**src/rtl/uart_pkg.sv**
```systemverilog
// uart_pkg: shared types and constants for the UART receive/transmit blocks.
//   rx_state_t     : receiver FSM states
//   UART_DATA_BITS : data bits per frame
//   UART_MIN_DIV   : smallest usable clocks-per-bit divider
package uart_pkg;
    typedef enum logic [2:0] {IDLE, START, DATA, PARITY, STOP} rx_state_t;
    localparam int UART_DATA_BITS = 8;
    localparam int UART_MIN_DIV   = 2;
endpackage

```
**src/rtl/uart_bit_timer.sv**
```systemverilog
// uart_bit_timer: loadable down-counter that flags the cycle its count reaches zero.
//   clk_i, rst_n_i : clock, async active-low reset
//   i_load         : load i_load_val and start counting
//   i_load_val     : cycles minus one until o_expire
//   o_expire       : one-cycle pulse when the loaded count has run down to zero
module uart_bit_timer #(
    parameter int D_WIDTH = 32
) (
    input  logic               clk_i,
    input  logic               rst_n_i,
    input  logic               i_load,
    input  logic [D_WIDTH-1:0] i_load_val,
    output logic               o_expire
);
    logic [D_WIDTH-1:0] r_cnt;
    logic               r_run;

    // Expiry is gated by r_run so an idle timer parked at zero stays quiet.
    assign o_expire = r_run && (r_cnt == '0);

    always_ff @(posedge clk_i or negedge rst_n_i) begin
        if (!rst_n_i) begin
            r_cnt <= '0;
            r_run <= 1'b0;
        end else if (i_load) begin
            r_cnt <= i_load_val;
            r_run <= 1'b1;
        end else if (o_expire) begin
            r_run <= 1'b0;
        end else if (r_run) begin
            r_cnt <= r_cnt - D_WIDTH'(1);
        end
    end
endmodule

```
**src/rtl/uart_rx_core.sv**
```systemverilog
// uart_rx_core: 8N1 serial receive deserializer with valid/ready byte output.
//   clk_i, rst_n_i : clock, async active-low reset
//   baud_div_i     : clocks per bit, latched at start-edge detection (min 2)
//   rx_i           : asynchronous serial line, idle high, LSB first
//   out_data_o     : received byte, out_valid_o/out_ready_i handshake
//   frame_err_o    : one-cycle pulse, stop bit sampled low (byte dropped)
//   overrun_o      : one-cycle pulse, byte completed while holding register full
//   UART_RX_PARITY_EN adds parity_odd_i and parity_err_o (one parity bit before stop)
module uart_rx_core
    import uart_pkg::*;
#(
    parameter int D_WIDTH = 32
) (
    input  logic               clk_i,
    input  logic               rst_n_i,
    input  logic [D_WIDTH-1:0] baud_div_i,
    input  logic               rx_i,
    output logic [7:0]         out_data_o,
    output logic               out_valid_o,
    input  logic               out_ready_i,
`ifdef UART_RX_PARITY_EN
    input  logic               parity_odd_i,
    output logic               parity_err_o,
`endif
    output logic               frame_err_o,
    output logic               overrun_o
);
    rx_state_t                   r_state, w_next;
    logic                        r_rx_s1, r_rx_s, r_rx_q;
    logic                        r_live, r_armed;
    logic [D_WIDTH-1:0]          r_div, w_div_in, w_load_val;
    logic [UART_DATA_BITS-1:0]   r_shreg;
    logic [2:0]                  r_bit;
    logic                        w_load, w_expire, w_start;
`ifdef UART_RX_PARITY_EN
    logic                        r_par;
`endif

    assign w_div_in = (baud_div_i < D_WIDTH'(UART_MIN_DIV)) ? D_WIDTH'(UART_MIN_DIV) : baud_div_i;
    // r_armed only sets once the line has been seen high after reset, so a line
    // already low when reset releases is not mistaken for a start edge.
    assign w_start  = r_armed && r_rx_q && !r_rx_s;

    uart_bit_timer #(.D_WIDTH(D_WIDTH)) u_timer (
        .clk_i      (clk_i),
        .rst_n_i    (rst_n_i),
        .i_load     (w_load),
        .i_load_val (w_load_val),
        .o_expire   (w_expire)
    );

    always_ff @(posedge clk_i or negedge rst_n_i) begin
        if (!rst_n_i) r_state <= IDLE;
        else          r_state <= w_next;
    end

    always_comb begin
        w_next     = r_state;
        w_load     = 1'b0;
        w_load_val = r_div - D_WIDTH'(1);
        case (r_state)
            IDLE: begin
                if (w_start) begin
                    w_next     = START;
                    w_load     = 1'b1;
                    w_load_val = (w_div_in >> 1) - D_WIDTH'(1);
                end
            end
            START: begin
                if (w_expire) begin
                    w_next = r_rx_s ? IDLE : DATA;
                    w_load = !r_rx_s;
                end
            end
            DATA: begin
                if (w_expire) begin
                    w_load = 1'b1;
                    if (r_bit == 3'(UART_DATA_BITS - 1)) begin
`ifdef UART_RX_PARITY_EN
                        w_next = PARITY;
`else
                        w_next = STOP;
`endif
                    end
                end
            end
`ifdef UART_RX_PARITY_EN
            PARITY: begin
                if (w_expire) begin
                    w_load = 1'b1;
                    w_next = STOP;
                end
            end
`endif
            STOP: begin
                if (w_expire) w_next = IDLE;
            end
            default: w_next = IDLE;
        endcase
    end

    always_ff @(posedge clk_i or negedge rst_n_i) begin
        if (!rst_n_i) begin
            r_rx_s1     <= 1'b1;
            r_rx_s      <= 1'b1;
            r_rx_q      <= 1'b1;
            r_live      <= 1'b0;
            r_armed     <= 1'b0;
            r_div       <= '0;
            r_shreg     <= '0;
            r_bit       <= '0;
            out_data_o  <= '0;
            out_valid_o <= 1'b0;
            frame_err_o <= 1'b0;
            overrun_o   <= 1'b0;
`ifdef UART_RX_PARITY_EN
            r_par        <= 1'b0;
            parity_err_o <= 1'b0;
`endif
        end else begin
            r_rx_s1     <= rx_i;
            r_rx_s      <= r_rx_s1;
            r_rx_q      <= r_rx_s;
            r_live      <= 1'b1;
            r_armed     <= r_armed | (r_live & r_rx_s1);
            frame_err_o <= 1'b0;
            overrun_o   <= 1'b0;
`ifdef UART_RX_PARITY_EN
            parity_err_o <= 1'b0;
`endif
            if (out_valid_o && out_ready_i) out_valid_o <= 1'b0;
            if (r_state == IDLE && w_start) r_div <= w_div_in;
            if (r_state == START && w_expire) r_bit <= '0;
            if (r_state == DATA && w_expire) begin
                r_shreg <= {r_rx_s, r_shreg[UART_DATA_BITS-1:1]};
                r_bit   <= r_bit + 3'd1;
            end
`ifdef UART_RX_PARITY_EN
            if (r_state == PARITY && w_expire) r_par <= r_rx_s;
`endif
            if (r_state == STOP && w_expire) begin
                if (!r_rx_s) begin
                    frame_err_o <= 1'b1;
                end else if (!out_valid_o || out_ready_i) begin
                    // An accept in this same cycle frees the register for the new byte.
                    out_data_o  <= r_shreg;
                    out_valid_o <= 1'b1;
`ifdef UART_RX_PARITY_EN
                    parity_err_o <= ((^r_shreg) ^ r_par) != parity_odd_i;
`endif
                end else begin
                    overrun_o <= 1'b1;
                end
            end
        end
    end
endmodule

```
**config.mk**
```make
export PLATFORM = sky130hd
export DESIGN_NAME = uart_rx_core
export DESIGN_NICKNAME = d
export VERILOG_FILES = /design/src/rtl/uart_pkg.sv /design/src/rtl/uart_bit_timer.sv /design/src/rtl/uart_rx_core.sv
export SDC_FILE = /design/constraint.sdc
export NUM_CORES = 1
export LEC_CHECK = 0
export CAP_MARGIN = 20
export CORE_MARGIN = 10
export CORE_UTILIZATION = 34
export DETAILED_ROUTE_END_ITERATION = 8
export PLACE_DENSITY_LB_ADDON = 0.05
export SYNTH_ARGS = -nofsm -noshare
export SYNTH_HDL_FRONTEND = slang
export SYNTH_HIERARCHICAL = 1
export SYNTH_SLANG_ARGS = --single-unit
```
**constraint.sdc**
```tcl
create_clock -name clk_i -period 6.95 [get_ports clk_i]
set_clock_uncertainty 0.2 [all_clocks]
set_input_delay 1.39 -clock clk_i [delete_from_list [all_inputs] [get_ports clk_i]]
set_output_delay 1.39 -clock clk_i [all_outputs]
set_load 0.01 [all_outputs]
```
Yosys cells after proc, flatten, opt, wreduce, memory -nomap -nowiden
Cells that the tools add are included.
{"block": "totals", "ff_bits": 95, "inputBits": 36}
{"block": "op_classes", "n_addsub": 4, "n_lt_le_gt_ge": 1, "n_eq_ne": 10, "mux": 30, "bitwise_logic": 2, "reduce_logical": 19}
{"operator": "$mux W32", "count": 6}
{"operator": "$sub A32 B1 Y32 const B", "count": 2}
{"operator": "$logic_not A32 Y1", "count": 1}
{"operator": "$lt A32 B2 Y1 const B", "count": 1}
{"operator": "$sub A31 B1 Y32 const B", "count": 1}
{"operator": "$mux W3", "count": 7}
{"operator": "$mux W1", "count": 14}
{"operator": "$pmux W3 S4", "count": 1}
{"operator": "$ne A2 B2 Y1 const B", "count": 5}
{"operator": "$logic_and A1 B1 Y1", "count": 8}
{"operator": "$eq A3 B3 Y1 const B", "count": 2}
{"operator": "$reduce_bool A2 Y1", "count": 3}
{"operator": "$reduce_and A5 Y1", "count": 1}
{"operator": "$add A3 B1 Y3 const B", "count": 1}
{"operator": "$eq A3 B1 Y1 const B", "count": 1}
{"operator": "$eq A3 B2 Y1 const B", "count": 1}
{"operator": "$logic_not A3 Y1", "count": 1}
{"operator": "$pmux W1 S3", "count": 1}
{"operator": "$reduce_and A3 Y1", "count": 1}
{"operator": "$logic_not A1 Y1", "count": 2}
{"operator": "$mux W2", "count": 1}
{"operator": "$ne A2 B1 Y1 const B", "count": 1}
{"operator": "$reduce_and A2 Y1", "count": 1}
{"operator": "$and A1 B1 Y1", "count": 1}
{"operator": "other kinds (2)", "count": 2}

Logic depth before layout (Yosys ltp)
Gate-level depths: netlist of the first run.
{"block": "logic_depth", "word_depth": 6, "depth_mapped": 15, "mapped_depth_nobuf": 13}

By module
The synthesis of the first run kept the hierarchy.
{"mod": "uart_rx_core", "n_inst": 1, "cells_each": 457, "area_each_um2": 4003.8}
{"mod": "uart_bit_timer", "n_inst": 1, "cells_each": 228, "area_each_um2": 2074.5}

Worst setup path after synthesis of the first run
No wires, ideal clock.
{"block": "synth_path", "kind": "input -> register", "startpoint": "in baud_div_i[19]", "endpoint": "reg u_timer.r_cnt[16]", "setup_time_ns": 0.125, "t_arrival_ns": 3.789, "slack_ns": 2.836, "stages": 11, "path_buffers": 0, "cell_sequence": "or4_4 > or4_4 > nor3_1 > nor2_1 > ha_1 > nor3b_1 > nand3_1 > nor3_1 > xnor2_1 > mux2i_1 > mux2_2"}
{"block": "synth_between", "elab_chain_len": 6}
{"element": "from (decl)", "line": "uart_rx_core.sv:16", "source": "input logic [D_WIDTH-1:0] baud_div_i,"}
{"element": "$lt A32 B2 Y1", "line": "uart_rx_core.sv:39", "source": "assign w_div_in = (baud_div_i < D_WIDTH'(UART_MIN_DIV)) ? D_WIDTH'(UART_MIN_DIV) : baud_div_i;"}
{"element": "$mux W32", "line": "uart_rx_core.sv:39"}
{"element": "$sub A31 B1 Y32", "line": "uart_rx_core.sv:66", "source": "w_load_val = (w_div_in >> 1) - D_WIDTH'(1);"}
{"element": "$mux W32", "line": "uart_rx_core.sv:63", "source": "if (w_start) begin"}
{"element": "$mux W32", "line": "uart_rx_core.sv:61", "source": "case (r_state)"}
{"element": "named net w_load_val[16]", "line": "uart_rx_core.sv:31", "source": "logic [D_WIDTH-1:0] r_div, w_div_in, w_load_val;"}
{"element": "$mux W32", "line": "uart_bit_timer.sv:25", "source": "end else if (i_load) begin"}
{"element": "to (signal assigned)", "line": "uart_bit_timer.sv:26", "source": "r_cnt <= i_load_val;"}
{"element": "to (signal assigned)", "line": "uart_bit_timer.sv:31", "source": "r_cnt <= r_cnt - D_WIDTH'(1);"}
{"element": "to (decl)", "line": "uart_bit_timer.sv:15", "source": "logic [D_WIDTH-1:0] r_cnt;"}
The timed path passes the listed nets, and every way through them passes these cells.
A chain may end at the register's enable or synchronous reset.

Final worst setup path of the first run
{"block": "layout_path", "startpoint": "in baud_div_i[20]", "endpoint": "reg u_timer.r_cnt[12]"}
The elaborated chain is that of the path after synthesis.

==> results of run 1 <==
-- final cells by class --
class | instances | area share (%)
repair buffers | 53 | 7.24
flip-flops and latches | 95 | 33.9
well taps | 225 | 4.01
inverters | 8 | 0.428
clock inverters | 6 | 0.642
multi-input cells | 549 | 50.5
clock buffers | 10 | 3.26
-- power by group through the flow --
stage                     Sequential [mW]  Combinational, mW  Clock (mW)
final                               0.982              0.750       0.473
after global routing                 1.02              0.848       0.524
after CTS                           0.980              0.753       0.496
after detailed placement            0.989              0.749           0
after global placement              0.983              0.740           0
after floorplan                     0.921              0.549           0
-- registers in the layout, indices dropped and copies added (netlist names), 3 cells and up --
signal	flops
u_timer/r_cnt	32
out_data_o	8
r_state	3
r_shreg	8
r_div	32
r_bit	3
-- kinds of logic after synthesis --
group           after synthesis
mux                          41
buf+inv                      41
simple gates                345
fa+ha+maj                     6
other cells                   1
flops                        95
compound gates               98
xor+xnor                     58
-- worst max-delay path, cell delays in order --
cell                              delay, ns
sky130_fd_sc_hd__clkdlybuf4s50_1       0.52
sky130_fd_sc_hd__nor4_1                0.90
sky130_fd_sc_hd__nand4_1               0.41
sky130_fd_sc_hd__nor3_1                0.45
sky130_fd_sc_hd__nor2_1                0.13
sky130_fd_sc_hd__ha_1                  0.24
sky130_fd_sc_hd__nor3b_1               0.18
sky130_fd_sc_hd__nand3_1               0.22
sky130_fd_sc_hd__or3_1                 0.17
sky130_fd_sc_hd__xor2_1                0.14
sky130_fd_sc_hd__a21oi_1               0.08
sky130_fd_sc_hd__nor2_1                0.14
sky130_fd_sc_hd__a31oi_1               0.05
-- cells in the final DEF (no fill, tap or decap), types with 3 or more instances in the layout --
master	synthesis	final
sky130_fd_sc_hd__a211oi_1	8	8
sky130_fd_sc_hd__a21oi_1	11	11
sky130_fd_sc_hd__a22o_1	5	5
sky130_fd_sc_hd__a31oi_1	13	13
sky130_fd_sc_hd__and3_1	6	6
sky130_fd_sc_hd__and4_1	4	4
sky130_fd_sc_hd__buf_4	0	7
sky130_fd_sc_hd__clkbuf_16	0	9
sky130_fd_sc_hd__clkdlybuf4s50_1	0	45
sky130_fd_sc_hd__dfrtp_1	92	92
sky130_fd_sc_hd__dfstp_2	3	3
sky130_fd_sc_hd__ha_1	6	6
sky130_fd_sc_hd__inv_1	8	8
sky130_fd_sc_hd__mux2_2	20	20
sky130_fd_sc_hd__mux2i_1	20	20
sky130_fd_sc_hd__nand2_1	119	119
sky130_fd_sc_hd__nand2b_1	6	6
sky130_fd_sc_hd__nand3_1	20	20
sky130_fd_sc_hd__nand3b_1	6	6
sky130_fd_sc_hd__nand4_1	15	15
sky130_fd_sc_hd__nand4b_1	5	5
sky130_fd_sc_hd__nor2_1	54	53
sky130_fd_sc_hd__nor3_1	17	17
sky130_fd_sc_hd__nor4_1	29	28
sky130_fd_sc_hd__o211ai_1	4	4
sky130_fd_sc_hd__o21ai_0	20	20
sky130_fd_sc_hd__o311ai_0	5	5
sky130_fd_sc_hd__o31a_1	3	3
sky130_fd_sc_hd__o31ai_1	10	10
sky130_fd_sc_hd__o41ai_1	5	5
sky130_fd_sc_hd__or2_2	9	9
sky130_fd_sc_hd__or3_1	16	16
sky130_fd_sc_hd__or4_1	18	17
sky130_fd_sc_hd__or4_4	4	4
sky130_fd_sc_hd__xnor2_1	39	39
sky130_fd_sc_hd__xor2_1	19	19
-- how the worst max path moves through the flow --
stage                              endpoint
after floorplan           u_timer/r_cnt[16]
after global placement    u_timer/r_cnt[12]
after detailed placement  u_timer/r_cnt[12]
after CTS                 u_timer/r_cnt[12]
after global routing      u_timer/r_cnt[12]
final                     u_timer/r_cnt[12]
-- metal layers --
metal | wire [um] | global-route usage, %
met1 | 8420 | 20.2
met2 | 7980 | 23.1
met3 | 888 | 3.01
met4 | 222 | 4.27
met5 | 13 | 0
-- per-stage QoR --
stage / utilization, % / hold WS [ns]
after floorplan: - / 0.154
after global placement: 38.7 / 0.162
after detailed placement: 38.7 / 0.163
after CTS: 40.3 / 0.174
after global routing: 40.3 / 0.175
final: 40.3 / 0.171
==> results list, run 1 <==
* Status: completed
* Count of different cell masters after synthesis: 62
- For the worst setup path, the data arrival time is 5.04 ns.
- Overall power: 2.21 mW
- Post-synth net total: 727
- Final Net Count: 758
* Total area of sequential cells: 2380 sq um
- Fillcell total: 1785
* Maximum number of buffers from clock root to sink: 2
- Multiplexer share of the synthesized area: 7.25%
* Most common library cells after synthesis: sky130_fd_sc_hd__nand2_1 (119), sky130_fd_sc_hd__dfrtp_1 (92), sky130_fd_sc_hd__nor2_1 (54)
* Vias: 5215
- For the pin with the worst max-slew slack, the measured transition is 1.01 ns.
- CTS saw 95 sinks.
- In the synthesized netlist the dominant register cell turns out to be sky130_fd_sc_hd__dfrtp_1.
- After Yosys synthesis, full adders, half adders and majority gates account for 1.24% of the synthesized area.
* Minimum clock period: 5.03 ns
* Post-Place Worst Slack: 1.65 ns
- CTS hold repair buffers: 0
- Initial core utilization: 34.9%
* Setup repair after global routing missed its margin: no
- The placed instances occupy a cell area of 6740 sq um.
* Multi-input combinational cell area: 3540 sq um
* Number of max-cap violations: 0
- The most common cell in the synthesized netlist is sky130_fd_sc_hd__nand2_1.
- In this run the critical register-to-register path is launched from u_timer/r_cnt[0].
* Area share of the largest cell type after synthesis: 37.9%
- Net switching is 40.0% of the power.
- For the worst setup path, the data required time is 6.96 ns.
- Total detailed-routing wirelength: 17500 um
- Measured along the x axis, the die boundary spans 154 um.
* Post-CTS sizing: 0
- The worst setup path is captured at a flip-flop.
- Power share of the combinational group: 34.0%
* CP Launch Type: primary input
- The clock reaches the later pin of the worst-skew pair after 0.35 ns.
- Entering global routing, the biggest net connects 62 pins.
* Avg Inst Size Synth: 8.87 sq um
- Sequential cells were found to cover 39.2% of the synthesized design area.
* Share of final-layout standard cells stronger than drive strength 1: 10.1%
- For hold timing, the worst endpoint is r_rx_s.
* Wire length per cell after detailed routing: 18.5 um
- Type of the worst setup path: primary input to flip-flop
* Internal power of the cells: 1.32 mW
- Detail Placement HPWL: 13000 um
- The first routing iteration left 381 violations.
- Cell accounting for the most synthesized area: sky130_fd_sc_hd__dfrtp_1
- The core region is 17400 sq um.
- For the worst flop-to-flop path, the logic depth is 15.
- Crit path from: baud_div_i[20]
* Startpoint of the most critical hold path: r_rx_s1
* Synth Area in Simple Gates: 29.8%
* Growth of design area from synthesis to finish: 15.5%
- PwrDens: 314 nW/um^2
- Ys async rst share: 100%
- Along the worst hold path, the cell count comes to 0.
- Finish-stage setup viols: 0
- Buffers inserted during post-CTS setup optimization: 0
* NetSw: 883 uW
* Number of buffers created by CTS: 9
* Leakage power figure: 2.79 nW
* Remaining antenna violation count after routing: 0
- After routing the design area is 7020 sq um.
- Synthesized instance count: 685
- Adding up every negative setup slack in the final design gives 0 ns.
- At the end of routability-driven placement, the weighted congestion stood at 0.843.
- Compound-Gate Fraction of Synth Area: 11.4%
- Pre-Repair DR Iteration Count: 5
- Including well taps, the total number of placed cells is 930.
- Number of antenna repair diodes: 0
* Terminus of the critical flop-to-flop path: u_timer/r_cnt[7]
- Final non-filler cell total: 946
- Number of enable flip-flop cells after synthesis: 0
- Die ar.: 23600 sq um
- Headroom to the max-slew limit came out at 32.0%.
- Maximum vdd ir drop: 138 uV
- The H-tree generated during clock tree synthesis spans 3 levels.
- Flops & latches, synth: 95
- Hold Fails Final Rpt: 0
- Fraction of synthesized cell area in xor and xnor cells: 8.36%
- Drc violations: 0
- GRT Util Overall: 14.8%
- Max Clock Freq: 199 MHz
- Final Worst Setup Slack: 1.92 ns
- Port Buf Inserts: 46
- Largest family of logic cells by synthesized area: simple AND/OR/NAND/NOR gates
- In this run the register-to-register setup slack is 2.42 ns.
- Share of the cycle needed by the critical path after routing: 72.4%
- In this run the clock root is driven by a sky130_fd_sc_hd__clkbuf_16.
- TritonCTS built the clock tree.
* Reg power frac: 44.5%
- HP Class: flip-flop to flip-flop
- The initial antenna violation count is 1.
- Ranked by total cell area, the synthesized netlist is headed by sky130_fd_sc_hd__dfrtp_1 (38%), sky130_fd_sc_hd__nand2_1 (7.3%), sky130_fd_sc_hd__xnor2_1 (5.6%), sky130_fd_sc_hd__mux2_2 (3.7%), sky130_fd_sc_hd__nor2_1 (3.3%).
* Netlist Area Pre-Place: 6080 sq um
* Max-slew violation total from the final report: 0
- Pin placement for this block handled 47 I/O pins.
* Via/cell ratio: 5.51
* Row count: 48
- The die is 154 um tall.
- Number of warnings reported in the yosys synthesis log: 6
* Clock share of power: 21.5%
- After global routing the overflow that remains totals 0.
- The number of global-route vias before repair is 5210.
- Clock input transition at the sequential cells of the worst setup and hold paths: 0.07 ns
- In this run the worst path has a maximum fanout of 7.
- The first global-routing pass estimated 28800 um of wire.
No activity file was read; power rests on OpenSTA's default activity.
==> run 2: changes to the inputs <==
==> constraint.sdc (replaced) <==
create_clock -name clk_i -period 5 [get_ports clk_i]
set_clock_uncertainty 0.2 [all_clocks]
set_input_delay 1 -clock clk_i [delete_from_list [all_inputs] [get_ports clk_i]]
set_output_delay 1 -clock clk_i [all_outputs]
set_load 0.01 [all_outputs]
==> results list, run 2 (same netlist as run 1, synthesis figures left out) <==
* Critical-path maximum fanout: 5 (-2)
* Vias: 5261 (+0.88%)
- Hold Fails Final Rpt: 0 (unchanged)
- The transition at the pin with the smallest max-transition slack came to 0.943 ns (-0.0674 ns).
- The routed design could run at a clock period as short as 4.26 ns.
- Finish-stage setup viols: 0 (unchanged)
* Pre-Repair DR Iteration Count: 4 (-1)
- The floorplan core area is 17400 sq um (unchanged).
- The instance area after placement is 6780 sq um (+0.59%).
* Cell at the slowest stage of the critical path: sky130_fd_sc_hd__or4_4
- The net count reported at finish came to 763 (+0.66%).
- CTS Sinks: 95 (unchanged)
- The critical path goes through clkdlybuf4s50_1 > or4_4 > or4_4 > nor3_1 > nor2_1 > ha_1 > nor3b_1 > nand3_1 > or3_1 > xor2_1 > a21oi_1 > nor2_1 > a31oi_1.
- Worst EP arrival: 4.27 ns (-0.77 ns)
* Row count: 48 (unchanged)
- The DRC violation count after routing is 0 (unchanged).
- Clock input transition at the sequential cells of the worst setup and hold paths: 0.08 ns (about the same)
- Total detailed-routing wirelength: 17800 um (+1.8%)
- Registers with the most flip-flops: r_div: 32 flops, u_timer/r_cnt: 32 flops
* Via count of the first global-routing pass: 5190 (-0.38%)
* CTS hold repair buffers: 0 (unchanged)
* Maximum vdd ir drop: 193 uV (+40%)
- Wire length per cell after detailed routing: 18.8 um (+1.3%)
* Initial core utilization: 34.9% (unchanged)
- The fraction of layout cells with a size suffix above 1 came to 10.9% (+0.76 points).
- The headroom to the max-slew limit was 37.1% (+5.1 points).
- Leaving out fill and tap cells, the most frequent cell in the layout is sky130_fd_sc_hd__nand2_1.
* Leakage power figure: 2.83 nW (+1.5%)
* Max Clock Freq: 234 MHz
- Max-slew violation total from the final report: 0 (unchanged)
- The layout filler cell count came to 1783 (-0.11%).
- Number of antenna repair diodes: 0 (unchanged)
- Maximum number of pins on one net before global-route repair: 52 (-16%)
- Of the available clock period, the critical path in the final layout requires 85.3%.
- The insertion delay of the later-clocked pin in the worst-skew pair was 0.36 ns (about the same).
* Overall power: 3.11 mW (+41%)
- The initial detailed-routing violation count was 330 (-13%).
* Finished layout cell area: 7080 sq um (+0.84%)
* Placer Congestion: 0.862 (+2.3%)
- The run finished with clean final reports.
- The total global routing overflow came to 0 (unchanged).
- STA classifies the critical path startpoint as a primary input.
- The worst setup path is of the primary input to flip-flop kind.
- The number of gates resized after cts is 0 (unchanged).
- The HPWL after detailed placement came to 13100 um (+1.1%).
- The first-pass GRT wire length is 28800 um (+0.31%).
- Crit path from: baud_div_i[19]
- GRT Util Overall: 14.8% (-0.035 points)
- The power density relative to cell area was 440 nW/um^2 (+40%).
- The y dimension of the die is 154 um (unchanged).
- TritonCTS built the clock tree.
- The worst register-to-register path begins at u_timer/r_cnt[26].
* Crit path buf inv count: 1 (unchanged)
- HP Class: flip-flop to flip-flop
- Maximum level of the CTS H-tree: 3 (unchanged)
- Buffers inserted during post-CTS setup optimization: 0 (unchanged)
* Worst slack on hold paths: 0.175 ns (+0.00448 ns)
- Nature of the critical path endpoint: flip-flop
* Maximum number of buffers from clock root to sink: 2 (unchanged)
* Kind of cell adding the most delay to the critical path: simple AND/OR/NAND/NOR gates
- Setup repair after global routing missed its margin: no
- Port Buf Inserts: 46 (unchanged)
- Cell at the root of the clock tree: sky130_fd_sc_hd__clkbuf_16
- Antenna violations before repair: 0 (-1)
- The startpoint identified for the worst hold timing path is r_rx_s1.
* IO Count: 47 (unchanged)
* Delay of the slowest critical-path stage: 0.60 ns (-0.30 ns)
- Die ar.: 23600 sq um (unchanged)
* Number of max-cap violations: 0 (unchanged)
- Remaining antenna violation count after routing: 0 (unchanged)
- The total clock buffers created by CTS came to 9 (unchanged).
- The required time of the critical path is 5.01 ns (-1.95 ns).
- Die boundary width: 154 um (unchanged)
- The final cell utilization of the core came to 40.6% (+0.34 points).
* Via/cell ratio: 5.53 (+0.35%)
* Growth of design area from synthesis to finish: 16.4%
* Total Negative Setup Slacks: 0 ns (unchanged)
- Most frequent cells in the layout: sky130_fd_sc_hd__nand2_1 (119), sky130_fd_sc_hd__dfrtp_1 (92), sky130_fd_sc_hd__nor2_1 (53)
run 2: cell types whose count changed in the layout (fill, tap and decap cells not counted), sizes merged:
cell,previous run,this run
buf,8,13
clkbuf,10,9
clkinv,2,4
clkinvlp,2,0
inv,10,11
run 2: routing by layer:
metal	up-vias	share of wire (%)	global-route usage [%]	routed length [um]
met2	110	45	21.8	7960
met5	-	0	0	0
met3	16	3.4	2.18	599
met4	0	1.4	4.77	257
li1	2581	-	-	-
met1	2554	51	21.5	9020
run 2: path summary, 6_finish.rpt:
check	endpoint	slack (ns)	cells after the start
max	u_timer/r_cnt[12]	0.74	13
min	r_rx_s	0.18	0
max reg2reg	out_data_o[1]	1.19	9
min reg2reg	r_rx_s	0.18	0
max in group asynchronous	out_data_o[1]	3.07	2
min in group asynchronous	u_timer/r_cnt[5]	0.47	1
run 2: power breakdown:
| group | internal (mW) | total (mW) | switching, mW |
|---|---|---|---|
| Combinational | 0.467 | 1.04 | 0.574 |
| Sequential | 1.03 | 1.38 | 0.344 |
| Clock | 0.350 | 0.693 | 0.343 |
| Total | 1.85 | 3.11 | 1.26 |
run 2: stage by stage:
stage	std cells	setup WS (ns)
6_report	951	0.735
5_1_grt	951	0.619
4_1_cts	951	0.758
3_5_place_dp	935	0.382
3_3_place_gp	935	0.513
2_1_floorplan	685	1.28
run 2: layout make-up:
type / count / area, sq um / area share, %
Tap cell: 225 / 282 / 3.98
Inverter: 8 / 30.0 / 0.424
Timing Repair Buffer: 58 / 548 / 7.74
Clock buffer: 9 / 225 / 3.18
Multi-Input combinational cell: 549 / 3540 / 50.1
Clock inverter: 7 / 67.6 / 0.955
Sequential cell: 95 / 2380 / 33.6
==> run 3: changes to the inputs <==
--- a/config.mk
+++ b/config.mk
@@ -9,7 +9,7 @@
 export CORE_MARGIN = 10
 export CORE_UTILIZATION = 34
 export DETAILED_ROUTE_END_ITERATION = 8
-export PLACE_DENSITY_LB_ADDON = 0.05
+export PLACE_DENSITY = 0.56
 export SYNTH_ARGS = -nofsm -noshare
 export SYNTH_HDL_FRONTEND = slang
 export SYNTH_HIERARCHICAL = 1
==> results list, run 3 (same netlist as run 1, synthesis figures left out) <==
* Post-placement cell area: 6770 sq um (-0.22%)
- Startpoint of the most critical hold path: r_rx_s1
* Delay of the slowest critical-path stage: 0.58 ns (-0.02 ns)
* Maximum number of buffers from clock root to sink: 2 (unchanged)
- Die boundary width: 154 um (unchanged)
- Power share of the combinational group: 33.5% (about the same)
- The post-route antenna net violation count is 0 (unchanged).
- The time the worst path needs with I/O delays and setup is 4.27 ns (+0.00369 ns).
- The arrival time of data at the critical path endpoint is 4.30 ns (+0.03 ns).
- Via count of the first global-routing pass: 5227 (+0.71%)
- The y dimension of the die was 154 um (unchanged).
- Worst slew margin: 31.8% (-5.3 points)
- The total placed cells including tap cells came to 933 (-0.21%).
- PwrDens: 434 nW/um^2 (-1.3%)
- Total Negative Setup Slacks: 0 ns (unchanged)
- Critical register-to-register path startpoint: u_timer/r_cnt[26]
- Leakage power figure: 2.81 nW (-0.77%)
* Setup repair after global routing missed its margin: no
- STA classifies the critical path startpoint as a primary input.
- The largest registers in the layout are r_div: 32 flops, u_timer/r_cnt: 32 flops.
- Number of buffers created by CTS: 9 (unchanged)
* Maximum vdd ir drop: 187 uV (-3.3%)
- Wire length of the first global-routing pass: 28400 um (-1.6%)
- The routed wire length per instance came to 18.1 um (-3.7%).
- Reg2reg setup slack: 0.97 ns (-0.22 ns)
- The total net switching power was 1.22 mW (-3.4%).
- The required time of the critical path was 5.03 ns (+0.02 ns).
* CTS hold repair buffers: 0 (unchanged)
- GRT Util Overall: 14.5% (-0.30 points)
* Antenna violations before repair: 0 (unchanged)
- The root buffer cell chosen for the clock tree is sky130_fd_sc_hd__clkbuf_16.
- The number of cells on the worst reg-to-reg path is 11 (+2).
- Clock tree from TritonCTS: done
* Pre-Repair DR Iteration Count: 5 (+1)
- Maximum number of pins on one net before global-route repair: 73 (+40%)
- The effective utilization at floorplan came to 34.9% (unchanged).
* Worst Tran Pin Value: 1.02 ns (+0.0719 ns)
- The number of pins with negative max-slew slack in the final report is 0 (unchanged).
- Reg power frac: 44.6% (+0.3 points)
* Hold Fails Final Rpt: 0 (unchanged)
- The number of H-tree branching levels is 3 (unchanged).
* Drc violations: 0 (unchanged)
* Post-CTS sizing: 0 (unchanged)
- The die outline area was 23600 sq um (unchanged).
* Row count: 48 (unchanged)
* IO Count: 47 (unchanged)
- The worst slack after detailed placement was 0.378 ns (-0.00362 ns).
- Vias: 5312 (+0.97%)
- The largest fanout of any net on the critical path came to 5 (unchanged).
- The count of port buffers added during placement is 46 (unchanged).
* Crit path from: baud_div_i[18]
- The critical path goes through clkdlybuf4s50_1 > or4_4 > or4_4 > nor3_1 > nor2_1 > ha_1 > nor3b_1 > nand3_1 > or3_1 > xor2_1 > a21oi_1 > nor2_1 > a31oi_1.
- The floorplan core area is 17400 sq um (unchanged).
* Most frequent cells in the layout: sky130_fd_sc_hd__nand2_1 (119), sky130_fd_sc_hd__dfrtp_1 (92), sky130_fd_sc_hd__nor2_1 (53)
* Most frequent standard cell in the layout excluding fill and tap cells: sky130_fd_sc_hd__nand2_1
- The tightest min-delay check is of the flip-flop to flip-flop type.
* Final cell utilization of the core: 40.5% (-0.17 points)
- Share of the cycle needed by the critical path after routing: 85.4% (about the same)
* Total detailed-routing wirelength: 17100 um (-3.9%)
* Final non-filler cell total: 949 (-0.21%)
- Count of cells along the worst hold path: 0 (unchanged)
* Placer Congestion: 0.931 (+8.0%)
- Clock network latency to the later pin of the worst-skew pair: 0.36 ns (about the same)
- The max-capacitance violation count was 0 (unchanged).
- The slowest stage of the critical path belongs to the cell sky130_fd_sc_hd__or4_4.
- The fraction of layout cells with a size suffix above 1 is 10.6% (-0.25 points).
- The flow ran to the end, and the final reports show no timing, DRC or antenna violations.
- The worst hold path terminates at r_rx_s.
- The maximum operating frequency came to 234 MHz (about the same).
- Final Worst Setup Slack: 0.732 ns (-0.00369 ns)
- The initial detailed-routing violation count is 601 (+82%).
- Terminus of the critical flop-to-flop path: u_timer/r_cnt[1]
* Growth of design area from synthesis to finish: 16.0%
- The number of sinks driven by the clock tree came to 95 (unchanged).
* Finish-stage setup viols: 0 (unchanged)
* Clock share of power: 21.9% (-0.4 points)
- The number of antenna cells inserted came to 0 (unchanged).
- The clock input transition at the sequential cells of the worst setup and hold paths was 0.07 ns (about the same).
* Finished layout cell area: 7050 sq um (-0.41%)
- Via/cell ratio: 5.60 (+1.2%)
- Type of the worst setup path: primary input to flip-flop
* Detail Placement HPWL: 12700 um (-2.9%)
* Switching share of total power: 39.8% (-0.72 points)
- Remaining global-route overflow: 0 (unchanged)
- The worst setup path is captured at a flip-flop.
- The net count reported at finish was 761 (-0.26%).
* Internal power of the cells: 1.84 mW (-0.47%)
- Buffers inserted during post-CTS setup optimization: 0 (unchanged)
## run 3: worst max-delay path: cells and delay by family
kind	cells	cell delay, ns
AO/OA/AOI/OAI	2	0.15
AND/OR/NAND/NOR	8	2.30
buffers and inverters	1	0.48
XOR/XNOR	1	0.14
adder cells (fa/ha/maj)	1	0.24
## run 3: metal layers
metal,vias to the layer above,GRT usage (%),routed length [um]
met4,0,6.52,437
li1,2579,-,-
met5,-,0,0
met1,2555,19.9,8270
met3,32,2.51,842
met2,146,21.7,7590
## run 3: worst max path at each step
stage / end / slack (ns) / cells past startpoint
after global placement: u_timer/r_cnt[16] / 0.47 / 12
after floorplan: u_timer/r_cnt[16] / 1.28 / 11
after detailed placement: u_timer/r_cnt[16] / 0.38 / 12
after CTS: u_timer/r_cnt[16] / 0.76 / 12
final: u_timer/r_cnt[12] / 0.73 / 13
after global routing: u_timer/r_cnt[16] / 0.59 / 12
## run 3: area by class of cell
type	count	area, sq um
Clock inverter	7	53.8
Fill cell	1763	10400
Tap cell	225	282
Inverter	8	30.0
Sequential cell	95	2380
Multi-Input combinational cell	549	3540
Clock buffer	9	225
Timing Repair Buffer	56	533
## run 3: metrics by stage
step,power (mW),hold slack [ns]
6_report,3.06,0.173
5_1_grt,3.30,0.181
3_5_place_dp,2.40,0.163
3_3_place_gp,2.36,0.161
2_1_floorplan,2.04,0.154
4_1_cts,3.07,0.174
## run 3: power groups by stage
stage	sequential (mW)	combinational, mW	clock [mW]
after global placement	1.36	0.999	0
after CTS	1.36	1.03	0.687
after global routing	1.41	1.17	0.715
final	1.36	1.03	0.670
after detailed placement	1.37	1.02	0
after floorplan	1.28	0.763	0
